File: src/rtl/vend_pkg.sv
// Shared types and constants for the vending order front-end.
package vend_pkg;

    localparam int MONEY_W = 4;
    localparam int TAG_W   = 2;
    localparam int COUNT_W = 3;

    typedef enum logic [2:0] {
        ST_IDLE,
        ST_COLLECT,
        ST_CHECK,
        ST_VEND,
        ST_REFUND
    } state_t;

    localparam logic [1:0] COIN_1  = 2'b00;
    localparam logic [1:0] COIN_2  = 2'b01;
    localparam logic [1:0] COIN_5  = 2'b10;
    localparam logic [1:0] COIN_10 = 2'b11;

    function automatic logic [MONEY_W-1:0] coin_value(input logic [1:0] code);
        logic [MONEY_W-1:0] v;
        case (code)
            COIN_1:  v = 4'd1;
            COIN_2:  v = 4'd2;
            COIN_5:  v = 4'd5;
            default: v = 4'd10;
        endcase
        return v;
    endfunction

endpackage

File: src/rtl/vend_coin_adder.sv
// Coin decode plus credit add; flags a coin that would push credit past MAX_MONEY.
module vend_coin_adder
    import vend_pkg::*;
#(
    parameter int MAX_MONEY = 15
) (
    input  logic [MONEY_W-1:0] money_i,
    input  logic [1:0]         coin_code_i,
    output logic [MONEY_W-1:0] new_money_o,
    output logic               overflow_o
);

    localparam logic [MONEY_W:0] MAX_L = (MONEY_W+1)'(MAX_MONEY);

    logic [MONEY_W:0] sum_wide;

    // One extra bit so the ceiling compare sees the true sum.
    assign sum_wide    = {1'b0, money_i} + {1'b0, coin_value(coin_code_i)};
    assign overflow_o  = (sum_wide > MAX_L);
    assign new_money_o = sum_wide[MONEY_W-1:0];

endmodule

File: src/rtl/vend_order_collector.sv
// Session FSM in front of the combinational Vending_Machine: credit, selection, vend and refund handoff.
// Optional idle auto-refund in COLLECT is enabled by defining VEND_TIMEOUT_EN.
module vend_order_collector
    import vend_pkg::*;
#(
    parameter int MAX_MONEY      = 15,
    parameter int TIMEOUT_CYCLES = 1000
) (
    input  logic               clk,
    input  logic               rst,
    input  logic               coin_valid,
    input  logic [1:0]         coin_code,
    output logic               coin_reject,
    input  logic               sel_valid,
    input  logic [TAG_W-1:0]   sel_tag,
    input  logic [COUNT_W-1:0] sel_count,
    input  logic               cancel,
    output logic [TAG_W-1:0]   Tag,
    output logic [COUNT_W-1:0] count,
    output logic [MONEY_W-1:0] money,
    input  logic               possibility,
    input  logic [MONEY_W-1:0] remainingMoney,
    output logic               nack,
    output logic               vend_valid,
    input  logic               vend_ready,
    output logic [TAG_W-1:0]   vend_tag,
    output logic [COUNT_W-1:0] vend_count,
    output logic               refund_valid,
    input  logic               refund_ready,
    output logic [MONEY_W-1:0] refund_amount,
    output logic               busy
);

    state_t               state_q;
    logic                 coin_reject_q, nack_q, vend_valid_q, refund_valid_q, busy_q;
    logic [TAG_W-1:0]     tag_q, vend_tag_q;
    logic [COUNT_W-1:0]   count_q, vend_count_q;
    logic [MONEY_W-1:0]   money_q, change_q, refund_amount_q;
    logic [MONEY_W-1:0]   money_d;
    logic                 coin_ovf;
    logic                 timeout_hit;

    vend_coin_adder #(.MAX_MONEY(MAX_MONEY)) u_adder (
        .money_i     (money_q),
        .coin_code_i (coin_code),
        .new_money_o (money_d),
        .overflow_o  (coin_ovf)
    );

`ifdef VEND_TIMEOUT_EN
    localparam int TMR_W = $clog2(TIMEOUT_CYCLES + 1);
    logic [TMR_W-1:0] timer_q;

    // Counts consecutive COLLECT cycles with neither a coin nor a selection.
    assign timeout_hit = (state_q == ST_COLLECT) && !coin_valid && !sel_valid &&
                         (timer_q == TMR_W'(TIMEOUT_CYCLES - 1));

    always_ff @(posedge clk or posedge rst) begin
        if (rst) begin
            timer_q <= '0;
        end else if (state_q != ST_COLLECT || coin_valid || sel_valid) begin
            timer_q <= '0;
        end else begin
            timer_q <= timer_q + 1'b1;
        end
    end
`else
    assign timeout_hit = 1'b0;
`endif

    always_ff @(posedge clk or posedge rst) begin
        if (rst) begin
            state_q         <= ST_IDLE;
            coin_reject_q   <= 1'b0;
            nack_q          <= 1'b0;
            vend_valid_q    <= 1'b0;
            refund_valid_q  <= 1'b0;
            busy_q          <= 1'b0;
            tag_q           <= '0;
            count_q         <= '0;
            money_q         <= '0;
            change_q        <= '0;
            vend_tag_q      <= '0;
            vend_count_q    <= '0;
            refund_amount_q <= '0;
        end else begin
            coin_reject_q <= 1'b0;
            nack_q        <= 1'b0;
            case (state_q)
                ST_IDLE: begin
                    if (coin_valid) begin
                        if (coin_ovf) begin
                            coin_reject_q <= 1'b1;
                        end else begin
                            money_q <= money_d;
                            state_q <= ST_COLLECT;
                        end
                    end
                end
                ST_COLLECT: begin
                    if (cancel || timeout_hit) begin
                        coin_reject_q   <= coin_valid;
                        refund_amount_q <= money_q;
                        refund_valid_q  <= 1'b1;
                        busy_q          <= 1'b1;
                        state_q         <= ST_REFUND;
                    end else begin
                        // Coin lands first so CHECK sees the summed credit.
                        if (coin_valid) begin
                            if (coin_ovf) coin_reject_q <= 1'b1;
                            else          money_q       <= money_d;
                        end
                        if (sel_valid && sel_count != '0) begin
                            tag_q   <= sel_tag;
                            count_q <= sel_count;
                            busy_q  <= 1'b1;
                            state_q <= ST_CHECK;
                        end
                    end
                end
                ST_CHECK: begin
                    coin_reject_q <= coin_valid;
                    if (possibility) begin
                        vend_tag_q   <= tag_q;
                        vend_count_q <= count_q;
                        change_q     <= remainingMoney;
                        vend_valid_q <= 1'b1;
                        state_q      <= ST_VEND;
                    end else begin
                        nack_q  <= 1'b1;
                        tag_q   <= '0;
                        count_q <= '0;
                        busy_q  <= 1'b0;
                        state_q <= ST_COLLECT;
                    end
                end
                ST_VEND: begin
                    coin_reject_q <= coin_valid;
                    if (vend_ready) begin
                        vend_valid_q <= 1'b0;
                        money_q      <= '0;
                        tag_q        <= '0;
                        count_q      <= '0;
                        if (change_q != '0) begin
                            refund_amount_q <= change_q;
                            refund_valid_q  <= 1'b1;
                            state_q         <= ST_REFUND;
                        end else begin
                            busy_q  <= 1'b0;
                            state_q <= ST_IDLE;
                        end
                    end
                end
                ST_REFUND: begin
                    coin_reject_q <= coin_valid;
                    if (refund_ready) begin
                        refund_valid_q  <= 1'b0;
                        refund_amount_q <= '0;
                        money_q         <= '0;
                        tag_q           <= '0;
                        count_q         <= '0;
                        busy_q          <= 1'b0;
                        state_q         <= ST_IDLE;
                    end
                end
                default: begin
                    state_q <= ST_IDLE;
                    busy_q  <= 1'b0;
                end
            endcase
        end
    end

    assign coin_reject   = coin_reject_q;
    assign nack          = nack_q;
    assign Tag           = tag_q;
    assign count         = count_q;
    assign money         = money_q;
    assign vend_valid    = vend_valid_q;
    assign vend_tag      = vend_tag_q;
    assign vend_count    = vend_count_q;
    assign refund_valid  = refund_valid_q;
    assign refund_amount = refund_amount_q;
    assign busy          = busy_q;

endmodule

File: config.mk
export PLATFORM = sky130hd
export DESIGN_NAME = vend_order_collector
export DESIGN_NICKNAME = d
export VERILOG_FILES = /design/src/rtl/vend_pkg.sv /design/src/rtl/vend_coin_adder.sv /design/src/rtl/vend_order_collector.sv
export SDC_FILE = /design/constraint.sdc
export NUM_CORES = 1
export LEC_CHECK = 0
export CAP_MARGIN = 20
export CORE_ASPECT_RATIO = 1.2
export CORE_UTILIZATION = 30
export DETAILED_ROUTE_END_ITERATION = 12
export SLEW_MARGIN = 10
export SYNTH_ARGS = -nofsm -noshare
export SYNTH_HDL_FRONTEND = slang
export SYNTH_HIERARCHICAL = 1
export SYNTH_SLANG_ARGS = --single-unit
export TNS_END_PERCENT = 20
File: constraint.sdc
create_clock -name clk -period 2.18 [get_ports clk]
set_input_delay 0.218 -clock clk [delete_from_list [all_inputs] [get_ports clk]]
set_output_delay 0.218 -clock clk [all_outputs]
set_load 0.05 [all_outputs]
==> report_table.html <==
<table>
<tr><th>Metric</th><th>Value</th></tr>
<tr><th colspan="2">Drt</th></tr>
<tr><td>Via count of the routed design</td><td>1350</td></tr>
<tr><td>DRC</td><td>0</td></tr>
<tr><td>Routed wire length per instance</td><td>between 10 and 15 µm</td></tr>
<tr><td>Total length of routed wires</td><td>around 4000 µm</td></tr>
<tr><td>Final ANT Viol Nets</td><td>0</td></tr>
<tr><td>Initial DRC Count</td><td>47</td></tr>
<tr><td>Routed via count divided by cell count</td><td>roughly 5.1</td></tr>
<tr><td>First-pass DRT Iterations</td><td>4</td></tr>
<tr><th colspan="2">Clocking</th></tr>
<tr><td>CTS tree</td><td>done</td></tr>
<tr><td>Clock root buffer</td><td>clkbuf_8</td></tr>
<tr><td>Number of clock buffers inserted by TritonCTS</td><td>5</td></tr>
<tr><td>Max Root-Sink Buffers</td><td>2</td></tr>
<tr><td>Clock slew at reported path FFs</td><td>0.07 ns</td></tr>
<tr><td>H-tree depth</td><td>2</td></tr>
<tr><td>Latest clock arrival within the worst-skew pair</td><td>0.28 ns</td></tr>
<tr><td>Hold Buf Count CTS</td><td>0</td></tr>
<tr><td>Clk sink count</td><td>30</td></tr>
<tr><th colspan="2">Synthesis</th></tr>
<tr><td>Net Count, Synth</td><td>168</td></tr>
<tr><td>Post-synthesis cell area</td><td>roughly 1700 µm²</td></tr>
<tr><td>Post-Synthesis Mean Instance Area</td><td>11.5 µm²</td></tr>
<tr><td>Unique masters post-synth</td><td>42</td></tr>
<tr><td>Gate count after technology mapping</td><td>144</td></tr>
<tr><td>Share of synthesized area occupied by flip-flops and latches</td><td>a little under half</td></tr>
<tr><td>Warning count from the yosys run</td><td>6</td></tr>
<tr><td>Synth Register Bits</td><td>30</td></tr>
<tr><th colspan="2">STA</th></tr>
<tr><td>Top achievable clock speed</td><td>between 400 and 500 MHz</td></tr>
<tr><td>Tightest Pin Transition</td><td>around 0.7 ns</td></tr>
<tr><td>Final hold violations</td><td>0</td></tr>
<tr><td>Worst slew margin</td><td>~53%</td></tr>
<tr><td>Number of pins exceeding their max-slew limit in the final report</td><td>0</td></tr>
<tr><td>Worst Hold Margin</td><td>between 0.3 and 0.4 ns</td></tr>
<tr><td>Final setup margin</td><td>0.0405 ns</td></tr>
<tr><td>Post-layout min period</td><td>~2.1 ns</td></tr>
<tr><td>Final setup violation count</td><td>0</td></tr>
<tr><td>Setup repair after global routing missed its margin</td><td>true</td></tr>
<tr><td>Share of the cycle needed by the critical path after routing</td><td>a little over nine tenths</td></tr>
<tr><td>Worst-case clock skew</td><td>about 0.0048 ns</td></tr>
<tr><th colspan="2">Finish</th></tr>
<tr><td>Multi-input gate area in the final layout</td><td>between 800 and 900 µm²</td></tr>
<tr><td>Number of nets in the layout</td><td>between 200 and 250</td></tr>
<tr><td>Area taken by flip-flops and latches</td><td>roughly 750 µm²</td></tr>
<tr><td>Antenna Cells</td><td>0</td></tr>
<tr><td>Share of cells above drive strength 1</td><td>about a quarter</td></tr>
<tr><td>Filler instances</td><td>around 510</td></tr>
<tr><td>Area grow syn2layout</td><td>44.6%</td></tr>
<tr><th colspan="2">Setup path</th></tr>
<tr><td>Slowest cell on the critical path</td><td>dfrtp_2</td></tr>
<tr><td>CP endpoint kind</td><td>register</td></tr>
<tr><td>Setup CP Type</td><td>reg -&gt; reg</td></tr>
<tr><td>Data required time of the critical path</td><td>2.38 ns</td></tr>
<tr><td>Crit-path max FO</td><td>4</td></tr>
<tr><td>Worst-path cell chain</td><td>ha_4 &gt; fa_2 &gt; a21o_1 &gt; a21o_1 &gt; inv_1 &gt; a21oi_2 &gt; a2111oi_4 &gt; buf_4 &gt; mux2i_1</td></tr>
<tr><td>Worst setup SP type</td><td>register</td></tr>
<tr><td>Crit path largest cell delay</td><td>0.43 ns</td></tr>
<tr><td>Endpoint arrival time on the critical path</td><td>2.34 ns</td></tr>
<tr><td>Critical Path Most Common Cell</td><td>a21o_1</td></tr>
<tr><th colspan="2">Power</th></tr>
<tr><td>Static leakage power</td><td>around 0.0011 µW</td></tr>
<tr><td>Areal power density over the cells</td><td>1810 nW/µm²</td></tr>
<tr><td>Power consumption</td><td>approximately 4300 µW</td></tr>
<tr><td>Worst-case vdd ir drop</td><td>0.991 mV</td></tr>
<tr><th colspan="2">Placement</th></tr>
<tr><td>Routability cong.</td><td>0.804</td></tr>
<tr><td>Dpl ws</td><td>-0.352 ns</td></tr>
<tr><td>Buffers added on ports</td><td>41</td></tr>
<tr><td>Placed wire-length estimate after detailed placement</td><td>~3000 µm</td></tr>
<tr><th colspan="2">GRT</th></tr>
<tr><td>Total grt overflow</td><td>0</td></tr>
<tr><td>Pin count of the biggest net entering global routing</td><td>31</td></tr>
<tr><td>Global-route total usage across every layer</td><td>roughly 14%</td></tr>
<tr><td>Via count of the first global-routing pass</td><td>~1400</td></tr>
<tr><td>Initial antenna violation count</td><td>0</td></tr>
<tr><td>Wire length of the first global-routing pass</td><td>roughly 6500 µm</td></tr>
<tr><th colspan="2">Floorplanning</th></tr>
<tr><td>Initial Utilization</td><td>31.2%</td></tr>
<tr><td>Die outline width</td><td>69.8 µm</td></tr>
<tr><td>Placement Rows</td><td>29</td></tr>
<tr><td>DIE HEIGHT</td><td>83.3 µm</td></tr>
<tr><td>Total die area</td><td>about 5800 µm²</td></tr>
<tr><td># IOs</td><td>42</td></tr>
<tr><td>Placeable core region</td><td>5300 µm²</td></tr>
<tr><th colspan="2">Run status</th></tr>
<tr><td>Result of the run</td><td>complete, no violations</td></tr>
<tr><th colspan="2">Job</th></tr>
<tr><td>Max Cap Viol</td><td>0</td></tr>
<tr><th colspan="2">Worst hold path</th></tr>
<tr><td>Hold Path Class</td><td>in -&gt; async</td></tr>
</table>
==> registers in the layout, summed over array words and instances, names as in the netlist, 2 cells and up <==
signal         cells
refund_amount      4
change_q           4
vend_tag           2
state_q            3
Tag                2
vend_count         3
money              4
count              3
==> final cells by class <==
cell class	instances	area share [%]
Multi-Input combinational cell	99	35.5
Timing Repair Buffer	58	22.4
Inverter	9	1.41
Clock buffer	6	3.45
Clock inverter	2	2.51
Sequential cell	30	31.5
Tap cell	62	3.24
==> critical path: cells and delay by family, from the launching register on <==
kind	cells	cell delay, ns
fa+ha+maj	2	0.50
compound gates	4	0.68
flops	1	0.43
buf+inv	2	0.26
mux	1	0.19
==> synthesized netlist by cell type, drive strengths merged <==
library cell,count,share of area [%]
dfrtp,30,45
mux2,13,9.8
inv,9,2.0
nand2,7,1.6
o21a,7,3.2
a21o,5,2.3
a21oi,5,1.7
nor2,5,1.3
o21ai,5,1.5
a22o,4,2.1
buf,4,2.3
ha,4,3.0
mux2i,4,2.4
nand2b,4,1.5
nor3,4,1.2
a2111oi,3,2.7
a211o,3,1.6
a221o,3,1.8
and2,3,1.1
nand3,3,0.91
clkbuf,2,0.45
nor2b,2,0.76
o22a,2,1.2
a211oi,1,0.45
and3,1,0.38
fa,1,1.2
nor3b,1,0.45
nor4,1,0.38
nor4b,1,0.53
o21ba,1,0.61
o22ai,1,1.2
o311a,1,0.61
o31a,1,0.53
or3b,1,0.53
xnor2,1,0.53
xor2,1,0.53
==> path summary, 6_finish.rpt <==
kind | end | cells past startpoint | slack, ns | from
worst max-delay path | money[1] | 9 | 0.04 | money[0]
worst min-delay path | vend_tag[1] | 3 | 0.31 | rst
worst max register to register | money[1] | 9 | 0.04 | money[0]
worst min register to register | refund_valid | 1 | 0.50 | refund_valid
max in group asynchronous | money[0] | 3 | 1.58 | rst
min in group clk | refund_valid | 1 | 0.50 | refund_valid
==> cells in the final DEF, fill, tap and decap left out, drive strengths merged, types with 2 or more instances in the layout <==
cell / count
inv: 9
a211o: 3
a21oi: 5
a2111oi: 3
buf: 17
clkbuf: 6
clkdlybuf4s50: 40
a221o: 3
a22o: 4
a21o: 5
o21ai: 5
o22a: 2
nand2: 7
mux2i: 4
bufinv: 2
mux2: 13
nand3: 3
nor3: 4
o21a: 7
and2: 3
dfrtp: 30
nor2b: 2
nand2b: 4
nor2: 5
ha: 4
==> metal layers <==
layer / up-vias / wire [µm] / GRT usage, %
li1: 644 / - / -
met1: 664 / 1710 / 17.3
met2: 31 / 1960 / 24.4
met3: 11 / 119 / 3.52
met4: 0 / 106 / 6.55
met5: - / 0 / 0
==> where the power goes <==
part,switching (µW),leakage [µW],total [µW],internal [µW]
combinational,1460,0.000648,2590,1120
clock,223,0.0000714,710,488
sequential,200,0.000376,1030,831
==> cell families after synthesis <==
kind of cell | after synthesis | synth area share, %
buffers and inverters | 15 | 4.84
DFF | 30 | 45.4
adders and majority gates | 5 | 4.24
and+or+nand+nor | 33 | 10.7
muxes | 17 | 12.2
xor gates and xnor gates | 2 | 1.06
AOI/OAI and AO/OA | 42 | 21.6
==> metrics by stage <==
step	cells	setup TNS, ns	area, µm²	util (%)
floorplan	144	-0.299	1680	-
global placement	257	-1.50	2240	42.2
detailed placement	257	-1.85	2240	42.2
CTS	266	0	2390	45.0
global route	266	-0.225	2390	45.2
finish	266	0	2390	45.2
==> timing repair <==
action / CTS / global route
buffers inserted: 1 / 0
gates resized for setup: 2 / 2
endpoints found under the setup margin: 5 / 5
pin swaps: 1 / 0
cloned: 0 / 0
Power figures use the tool's default switching activity.
